==> src/rtl/kgp_rf_pkg.sv <==
// Shared constants and helpers for the KGPRISC register file and its scoreboard.
package kgp_rf_pkg;

    localparam int DEF_DATA_W = 32;
    localparam int DEF_ADDR_W = 5;

    // Address of the hardwired-zero register.
    localparam logic [DEF_ADDR_W-1:0] REG_ZERO = '0;

    // Bit offset of port 'port' inside a flat bus of 'width'-bit lanes.
    function automatic int unsigned port_lsb(input int unsigned port, input int unsigned width);
        return port * width;
    endfunction

endpackage

==> src/rtl/kgp_rf_scoreboard.sv <==
// Per-register busy scoreboard: decode claims a register when it issues a
// producer with a pending result, writeback releases it when the result lands.
// A claim beats a release on the same register in the same cycle because the
// claim belongs to a younger producer.
module kgp_rf_scoreboard
    import kgp_rf_pkg::*;
#(
    parameter int ADDR_W = DEF_ADDR_W
) (
    input  logic                  clock,
    input  logic                  reset,
    input  logic                  claim_en,
    input  logic [ADDR_W-1:0]     claim_addr,
    input  logic                  wa_en,
    input  logic [ADDR_W-1:0]     wa_addr,
    input  logic                  wb_en,
    input  logic [ADDR_W-1:0]     wb_addr,
    output logic [2**ADDR_W-1:0]  busy,
    output logic                  busy_any
);

    localparam int DEPTH = 2**ADDR_W;

    logic [DEPTH-1:0] busy_r;
    logic [DEPTH-1:0] busy_nxt_s;
    logic             busy_any_r;

    // Next busy state: claim sets, write clears, register 0 is never busy.
    always_comb begin
        busy_nxt_s    = busy_r;
        busy_nxt_s[0] = 1'b0;
        for (int i = 1; i < DEPTH; i++) begin
            if (claim_en && (claim_addr == ADDR_W'(i))) begin
                busy_nxt_s[i] = 1'b1;
            end else if ((wa_en && (wa_addr == ADDR_W'(i))) ||
                         (wb_en && (wb_addr == ADDR_W'(i)))) begin
                busy_nxt_s[i] = 1'b0;
            end else begin
                busy_nxt_s[i] = busy_r[i];
            end
        end
    end

    // Busy bits and their OR, both held as registered state.
    always_ff @(posedge clock or posedge reset) begin
        if (reset) begin
            busy_r     <= {DEPTH{1'b0}};
            busy_any_r <= 1'b0;
        end else begin
            busy_r     <= busy_nxt_s;
            busy_any_r <= |busy_nxt_s;
        end
    end

    assign busy     = busy_r;
    assign busy_any = busy_any_r;

endmodule

==> src/rtl/kgp_reg_file.sv <==
// KGPRISC register file: NUM_RD combinational read ports, two prioritised
// write ports (B = memory writeback wins over A = ALU writeback), register 0
// hardwired to zero, optional same-cycle write-to-read bypass and a busy
// scoreboard for hazard detection in decode.
module kgp_reg_file
    import kgp_rf_pkg::*;
#(
    parameter int DATA_W = DEF_DATA_W,
    parameter int ADDR_W = DEF_ADDR_W,
    parameter int NUM_RD = 2,
    parameter int BYPASS = 1
) (
    input  logic                     clock,
    input  logic                     reset,
    input  logic [NUM_RD*ADDR_W-1:0] rd_addr,
    output logic [NUM_RD*DATA_W-1:0] rd_data,
    output logic [NUM_RD-1:0]        rd_busy,
    input  logic                     wa_en,
    input  logic [ADDR_W-1:0]        wa_addr,
    input  logic [DATA_W-1:0]        wa_data,
    input  logic                     wb_en,
    input  logic [ADDR_W-1:0]        wb_addr,
    input  logic [DATA_W-1:0]        wb_data,
    input  logic                     claim_en,
    input  logic [ADDR_W-1:0]        claim_addr,
    output logic                     busy_any
);

    localparam int                DEPTH     = 2**ADDR_W;
    localparam logic [ADDR_W-1:0] ZERO_ADDR = ADDR_W'(REG_ZERO);

    logic [DATA_W-1:0] regs_r [DEPTH];
    logic [DEPTH-1:0]  busy_vec_s;
    logic              wa_act_s;
    logic              wb_act_s;
    logic              wa_store_s;
    logic              claim_act_s;

    // Writes, claims and bypass are all suppressed while reset is high, and
    // writes to register 0 are discarded before they reach anything.
    assign wa_act_s    = wa_en && !reset && (wa_addr != ZERO_ADDR);
    assign wb_act_s    = wb_en && !reset && (wb_addr != ZERO_ADDR);
    assign claim_act_s = claim_en && !reset && (claim_addr != ZERO_ADDR);
    // Port A loses to port B on a shared address.
    assign wa_store_s  = wa_act_s && !(wb_act_s && (wb_addr == wa_addr));

    // Register array update; entry 0 is never written and stays zero.
    always_ff @(posedge clock or posedge reset) begin
        if (reset) begin
            for (int i = 0; i < DEPTH; i++) begin
                regs_r[i] <= {DATA_W{1'b0}};
            end
        end else begin
            if (wb_act_s) begin
                regs_r[wb_addr] <= wb_data;
            end
            if (wa_store_s) begin
                regs_r[wa_addr] <= wa_data;
            end
        end
    end

    kgp_rf_scoreboard #(
        .ADDR_W (ADDR_W)
    ) u_scoreboard (
        .clock      (clock),
        .reset      (reset),
        .claim_en   (claim_act_s),
        .claim_addr (claim_addr),
        .wa_en      (wa_act_s),
        .wa_addr    (wa_addr),
        .wb_en      (wb_act_s),
        .wb_addr    (wb_addr),
        .busy       (busy_vec_s),
        .busy_any   (busy_any)
    );

    for (genvar k = 0; k < NUM_RD; k++) begin : g_rd
        localparam int A_LSB = port_lsb(k, ADDR_W);
        localparam int D_LSB = port_lsb(k, DATA_W);

        logic [ADDR_W-1:0] addr_s;
        logic [DATA_W-1:0] data_s;
        logic              busy_s;
        logic              wa_hit_s;
        logic              wb_hit_s;

        assign addr_s = rd_addr[A_LSB +: ADDR_W];

        // Read mux: zero register, then forwarded write data (B over A), then storage.
        always_comb begin
            wa_hit_s = 1'b0;
            wb_hit_s = 1'b0;
            data_s   = {DATA_W{1'b0}};
            busy_s   = 1'b0;
            if (BYPASS != 32'sd0) begin
                wa_hit_s = wa_act_s && (wa_addr == addr_s);
                wb_hit_s = wb_act_s && (wb_addr == addr_s);
            end else begin
                wa_hit_s = 1'b0;
                wb_hit_s = 1'b0;
            end
            if (addr_s == ZERO_ADDR) begin
                data_s = {DATA_W{1'b0}};
            end else if (wb_hit_s) begin
                data_s = wb_data;
            end else if (wa_hit_s) begin
                data_s = wa_data;
            end else begin
                data_s = regs_r[addr_s];
            end
            // A result arriving this cycle is already forwarded, so it is not a hazard.
            if (wb_hit_s || wa_hit_s) begin
                busy_s = 1'b0;
            end else begin
                busy_s = busy_vec_s[addr_s];
            end
        end

        assign rd_data[D_LSB +: DATA_W] = data_s;
        assign rd_busy[k]               = busy_s;
    end

endmodule

==> config.mk <==
export PLATFORM = sky130hd
export DESIGN_NAME = kgp_reg_file
export DESIGN_NICKNAME = d
export VERILOG_FILES = /design/src/rtl/kgp_rf_pkg.sv /design/src/rtl/kgp_rf_scoreboard.sv /design/src/rtl/kgp_reg_file.sv
export SDC_FILE = /design/constraint.sdc
export NUM_CORES = 2
export LEC_CHECK = 0
export CELL_PAD_IN_SITES_DETAIL_PLACEMENT = 0
export CELL_PAD_IN_SITES_GLOBAL_PLACEMENT = 1
export CORE_MARGIN = 2
export CORE_UTILIZATION = 30
export DETAILED_ROUTE_END_ITERATION = 6
export GPL_TIMING_DRIVEN = 0
export PLACE_DENSITY = 0.5
export SLEW_MARGIN = 15
export SYNTH_ARGS = -nofsm -noshare
export SYNTH_HDL_FRONTEND = slang
export SYNTH_SLANG_ARGS = --single-unit
==> constraint.sdc <==
create_clock -name clock -period 64.4 [get_ports clock]
set_input_delay 16.1 -clock clock [delete_from_list [all_inputs] [get_ports clock]]
set_output_delay 16.1 -clock clock [all_outputs]
set_load 0.02 [all_outputs]
## Yosys cells after proc, flatten, opt, wreduce, memory -nomap -nowiden

Index checks and enable logic that the tools add are counted.

| word-level totals | value |
|---|---|
| register bits after elaboration | 1056 |
| word-level logic and storage cells | 380 |

| cells by class | value |
|---|---|
| reductions and logical operators | 148 |
| bitwise operators | 4 |
| muxes and demuxes | 88 |
| eq/ne operators | 98 |
| $lt $le $gt $ge | 8 |

Operators by type and width:

| kind | number |
|---|---|
| 1024-bit bitwise mux | 2 |
| 1024-bit two-way mux | 2 |
| 32-bit two-way mux | 12 |
| 32-bit binary-select mux with 5-bit select | 2 |
| 32-bit demux with 5-bit select | 2 |
| 5-bit == test (second input constant) | 48 |
| 5-bit by 4-bit == test with 1-bit output (second input constant) | 24 |
| 1-bit logical AND | 107 |
| 1-bit two-way mux | 66 |
| 5-bit by 3-bit == test with 1-bit output (second input constant) | 12 |
| 1-bit logical OR | 33 |
| 31-bit OR reduction | 1 |
| 5-bit by 2-bit == test with 1-bit output (second input constant) | 6 |
| 5-bit == test | 5 |
| 6-bit greater-or-equal comparator (second input constant) | 4 |
| 5-bit inverter with 6-bit output | 4 |
| 5-bit by 1-bit == test with 1-bit output (second input constant) | 3 |
| 5-bit nonzero test | 3 |
| 5-bit by 6-bit less-than comparator with 1-bit output (second input constant) | 2 |
| 6-bit by 1-bit less-than comparator with 1-bit output (second input constant) | 2 |
| 1-bit binary-select mux with 5-bit select | 2 |
| 5-bit logical NOT | 2 |
| 1-bit logical NOT | 2 |

## Logic depth before layout (Yosys ltp)

| depth | value |
|---|---|
| word-level depth | 9 |
| gate-level depth with buffers | 11 |
| gate-level depth less buffers | 6 |

## By module

Synthesis repeated with hierarchy kept, for this count alone.

| unflattened totals | value |
|---|---|
| cell total of the unflattened synthesis | 6671 |
| area, all modules | 67905.1 sq um |

By module, submodules not included:

| module | instances | cells each | area an instance (sq um) | sequential area each (sq um) |
|---|---|---|---|---|
| kgp_reg_file | 1 | 6506 | 66107.2 | 25624.6 |
| kgp_rf_scoreboard | 1 | 165 | 1798.0 | 800.8 |

## Worst setup path before layout

No wires, ideal clock.

| path | value |
|---|---|
| path kind | input to output |
| start | in reset |
| end | out rd_data[62] |
| cell stages on the path | 6 |
| data arrival time | 42.038 ns |
| path slack | 6.262 ns |
| buffers on the path | 0 |
| cell sequence | inv_1 o311ai_4 nor4_1 nor2_1 nor4b_1 a221o_1 |

| between the ends | value |
|---|---|
| longest elaborated chain between the ends | 7 |
| elaborated cells on any way between the ends | 10 |
| those cells by class | mux: 3; reduce/logical: 7 |

RTL lines:

| what | line | text |
|---|---|---|
| start: declaration | kgp_reg_file.sv:14 | `input logic reset,` |
| 1-bit logical NOT (no source line) (*) | -- |  |
| 1-bit logical AND (2 in series) | kgp_reg_file.sv:41 | `assign wa_act_s = wa_en && !reset && (wa_addr != ZERO_ADDR);` |
| 1-bit logical AND | kgp_reg_file.sv:97 | `wa_hit_s = wa_act_s && (wa_addr == addr_s);` |
| 32-bit two-way mux | kgp_reg_file.sv:107 | `end else if (wa_hit_s) begin` |
| 32-bit two-way mux (*) | kgp_reg_file.sv:105 | `end else if (wb_hit_s) begin` |
| 32-bit two-way mux (*) | kgp_reg_file.sv:103 | `if (addr_s == ZERO_ADDR) begin` |
| end: declaration | kgp_reg_file.sv:16 | `output logic [NUM_RD*DATA_W-1:0] rd_data,` |

Mark *: on every way between the ends. The rest lies on a longest branch, timed or not.

## Final worst setup path

| path | value |
|---|---|
| start | in wa_addr[0] |
| end | out rd_data[51] |

| between the ends | value |
|---|---|
| longest elaborated chain between the ends | 6 |
| elaborated cells on any way between the ends | 7 |
| those cells by class | eq/ne: 1; mux: 3; reduce/logical: 3 |

RTL lines:

| what | line | text |
|---|---|---|
| start: declaration | kgp_reg_file.sv:19 | `input logic [ADDR_W-1:0] wa_addr,` |
| 5-bit nonzero test | kgp_reg_file.sv:41 |  |
| 1-bit logical AND | kgp_reg_file.sv:41 |  |
| 1-bit logical AND (*) | kgp_reg_file.sv:97 |  |
| 32-bit two-way mux (*) | kgp_reg_file.sv:107 |  |
| 32-bit two-way mux (*) | kgp_reg_file.sv:105 |  |
| 32-bit two-way mux (*) | kgp_reg_file.sv:103 |  |

Marked as above.

==> results.txt <==
After detailed routing, the average wire length per cell comes to 42.4 µm. The most used flip-flop cell after synthesis is sky130_fd_sc_hd__dfrtp_1. The starting density of the core is 0.302, and the transition time of the tightest slew-check pin is 1340 ps. The count of instances resized after the clock tree is built is 0. The share of flip-flops with an asynchronous set or reset was 1.00.

The tools report the endpoint of the most critical register-to-register path as u_scoreboard.busy_any. The setup path with the least slack is of type input port to output pin. For the part of the Yosys area used for sequential elements, the log shows 0.394. The commonest cells after synthesis are sky130_fd_sc_hd__mux2i_1, sky130_fd_sc_hd__dfrtp_1, sky130_fd_sc_hd__nand2_1. Counting distinct cell types in the post-synthesis netlist gives 64.

The top cell type's share of synthesized area was 0.394; the worst reg-to-reg setup slack was 62,320 ps. For the worst flop-to-flop path, the logic depth is 5. By area the synthesized netlist is led by sky130_fd_sc_hd__dfrtp_1, sky130_fd_sc_hd__mux2i_1, sky130_fd_sc_hd__mux4_2.

For the final worst clock skew, the log shows 14.9 ps. The tools report the overall via count from detail_route as 60,600. For the finished layout, the period the worst path requires is 38,610 ps. The tools report the clock power share as 0.341. At the end of the flow, the number of nets in the layout was 6,775.

Final max-slew violation count: 0. The mapped netlist covers 67,100 µm². At the worst endpoint, the arrival time is 22,510 ps. TritonCTS built the clock tree.

The number of register bits inferred by synthesis came out at 1,056. The number of rows created at floorplan was 173; the number of ports placed on the die boundary was 161. The number of H-tree branching levels is 4. For the initial antenna violation count, the log shows 43. The run finished, with violations left. The number of global-route vias before repair was 56,800. In this run the remaining antenna-violating nets after routing total 0. The run gives 0 as the max-cap violation count.

The overall routing resource usage is 0.355, and the TritonCTS buffer count is 139. The run gives 228,000 µm² as the floorplan die area. The number of hold buffers added after CTS was 0.

IR analysis of the VDD net gives a maximum drop of 0.0000291 V. The share of layout cells above drive strength 1 works out to 0.160. The DRC violation total after the first TritonRoute iteration was 8,439. The post-synthesis area per instance was 10.5 µm². The origin of the critical flop-to-flop path was u_scoreboard.busy[3]. Clock latency on the worst-skew pair, taken at its later pin, is 830 ps.

The setup TNS came out at 0 ps. The remaining design rule violation count is 1, and the maximum number of buffers from clock root to sink is 3. Using the TritonRoute via totals, the vias-per-cell ratio works out to 6.20. STA classifies the critical path startpoint as an input port.

The endpoint of the worst setup timing path was rd_data[51]. The synthesized design contains 0 enable-type register cells. The post-CTS repair timing setup buffer count is 0, and the number of iterations in the first detailed-routing pass is 7. The worst-case headroom to the max-slew limit came out at 0.103. The timing-limited maximum frequency was 0.0259 GHz. Overall power of the completed layout: 2.44 mW.

Fraction of power consumed by combinational cells: 0.261. The final reports fail on DRC. The first global-routing pass estimated 545,000 µm of wire. After layout, the worst setup slack is 25,790 ps. Wires add up to 415,000 µm.

The width of the die works out to 477 µm. The path class of the tightest hold or removal check is flip-flop to flip-flop. The sequential cell fraction of total power was 0.398.

The die height is 477 µm, and the final number of setup-violating endpoints is 0. In this run the tool buffered the top-level ports with 82 buffer cells. The worst setup path is captured at an output pin.

Final-report hold violation count: 0. Tracing the worst setup path back leads to its startpoint at wa_addr[0]. For this design the static power due to leakage is 33.8 nW. In the synthesized netlist, the number of instances is 6,421.

The internal power of the cells totals 1.58 mW. The synthesized netlist net count was 6,515; the required time reported for the critical path endpoint was 48,300 ps. The congestion estimate from routability-driven global placement came to 1.02.

Clock sink count: 1,056. The net switching fraction of the power is 0.352. Of all nets on the critical path, the largest fanout is 10. The core area is 222,000 µm².

The clock slew seen by the registers of the worst setup and hold paths works out to 60 ps. The startpoint identified for the worst hold timing path is regs_r[997]. For the area after detailed placement, the log shows 72,700 µm². The post-layout instance area is 77,400 µm², and the total power divided by cell area is 31.5 nW/µm². After global routing the overflow that remains totals 0. Growth of design area from synthesis to finish: 15.2%. The post-route fraction of the period consumed by the critical path works out to 0.600. Worst slack after detailed placement: 26,200 ps. The total net switching power is 858 µW, and the synthesis warning total is 0.

Cell type with the highest aggregate area in the netlist: sky130_fd_sc_hd__dfrtp_1. The library cell with the highest instance count after synthesis is sky130_fd_sc_hd__mux2i_1. Entering global routing, the biggest net connects 100 pins. The wire-length estimate of the detail-placed layout is 331,000 µm.

Setup repair after global routing left no endpoint under its margin. The cell chosen for the clock root was sky130_fd_sc_hd__clkbuf_16.
through the flow:
step	hold slack, ps	instances	util
CTS	481	9752	0.348
detailed placement	467	9515	0.327
finish	478	9773	0.348
global placement	452	9478	0.322
floorplan	441	6421	-
global route	495	9756	0.348
cell usage in the layout (no fill, tap or decap), drive strengths merged, types with 10 or more instances in the layout:
master / Yosys / final
mux2i: 1123 / 1123
dfrtp: 1056 / 1056
nand2: 789 / 789
clkbuf: 577 / 780
o21ai: 727 / 727
mux4: 497 / 497
a21oi: 421 / 421
nor2: 363 / 363
buf: 253 / 290
clkdlybuf4s50: 0 / 82
mux2: 81 / 81
a22oi: 74 / 74
nand3: 49 / 49
nor3: 40 / 40
o22ai: 35 / 35
a211oi: 30 / 30
o211ai: 27 / 27
nor2b: 24 / 24
o221ai: 24 / 24
diode: 0 / 21
nand2b: 21 / 21
a32o: 16 / 16
a31o: 16 / 16
a22o: 15 / 15
xor2: 13 / 13
clkinv: 0 / 13
xnor2: 12 / 12
inv: 5 / 12
nand3b: 10 / 10
bufinv: 0 / 10
nor4: 10 / 10
state kept, by name (all words and copies together) (netlist names):
signal and flops:
u_scoreboard.busy_any 1, regs_r 1024, u_scoreboard.busy 31
worst min path at each step:
stage	cells after the start	slack, ps	to
floorplan	1	440	regs_r[1000]
global placement	1	450	regs_r[1012]
detailed placement	1	470	regs_r[1001]
CTS	1	480	regs_r[1012]
global route	1	490	regs_r[1012]
finish	1	480	regs_r[997]
cell type report:
type,instances,area (µm²)
multi-input combinational,4530,37500
clock buffer,203,4160
antenna,21,52.6
sequential,1056,26400
buffer,830,3370
clock inverter,34,468
timing repair buffer,119,1650
fill,22600,145000
tap,2975,3720
inverter,5,26.3
logic make-up (layout without fill, tap and decap cells):
logic type,count (synthesis),in the layout,share of synthesized area
buffers and inverters,835,1191,0.0492
other,0,21,0
multiplexers,1701,1701,0.348
XOR/XNOR,25,25,0.00326
flip-flops,1056,1056,0.394
AND/OR/NAND/NOR,1378,1378,0.0874
AO/OA/AOI/OAI,1426,1426,0.119
routing by layer:
| layer | GRT usage | up-vias | wire, µm | part of all wire |
|---|---|---|---|---|
| met4 | 0.180 | 14 | 24600 | 0.059 |
| met1 | 0.488 | 32000 | 175000 | 0.42 |
| li1 | - | 24000 | - | - |
| met3 | 0.106 | 747 | 43400 | 0.10 |
| met2 | 0.502 | 3796 | 171000 | 0.41 |
| met5 | 0.00462 | - | 220 | 0.00053 |
power by group through the flow:
stage	Clock [mW]	Combinational [mW]	Sequential [mW]
global placement	0	0.597	0.963
global route	0.862	0.660	0.980
CTS	0.837	0.613	0.957
detailed placement	0	0.612	0.967
finish	0.831	0.635	0.970
floorplan	0	0.395	0.899
worst max-delay path: stages:
cell and delay [ps]:
sky130_fd_sc_hd__clkdlybuf4s50_1 530, sky130_fd_sc_hd__buf_2 290, sky130_fd_sc_hd__nor2_1 970, sky130_fd_sc_hd__a21o_1 340, sky130_fd_sc_hd__nor4_1 160, sky130_fd_sc_hd__clkbuf_1 440, sky130_fd_sc_hd__nor2_1 1120, sky130_fd_sc_hd__nand2_1 660
sky130_fd_sc_hd__o21ai_0 1080, sky130_fd_sc_hd__clkdlybuf4s50_1 780
No activity file was read; power rests on OpenSTA's default activity.
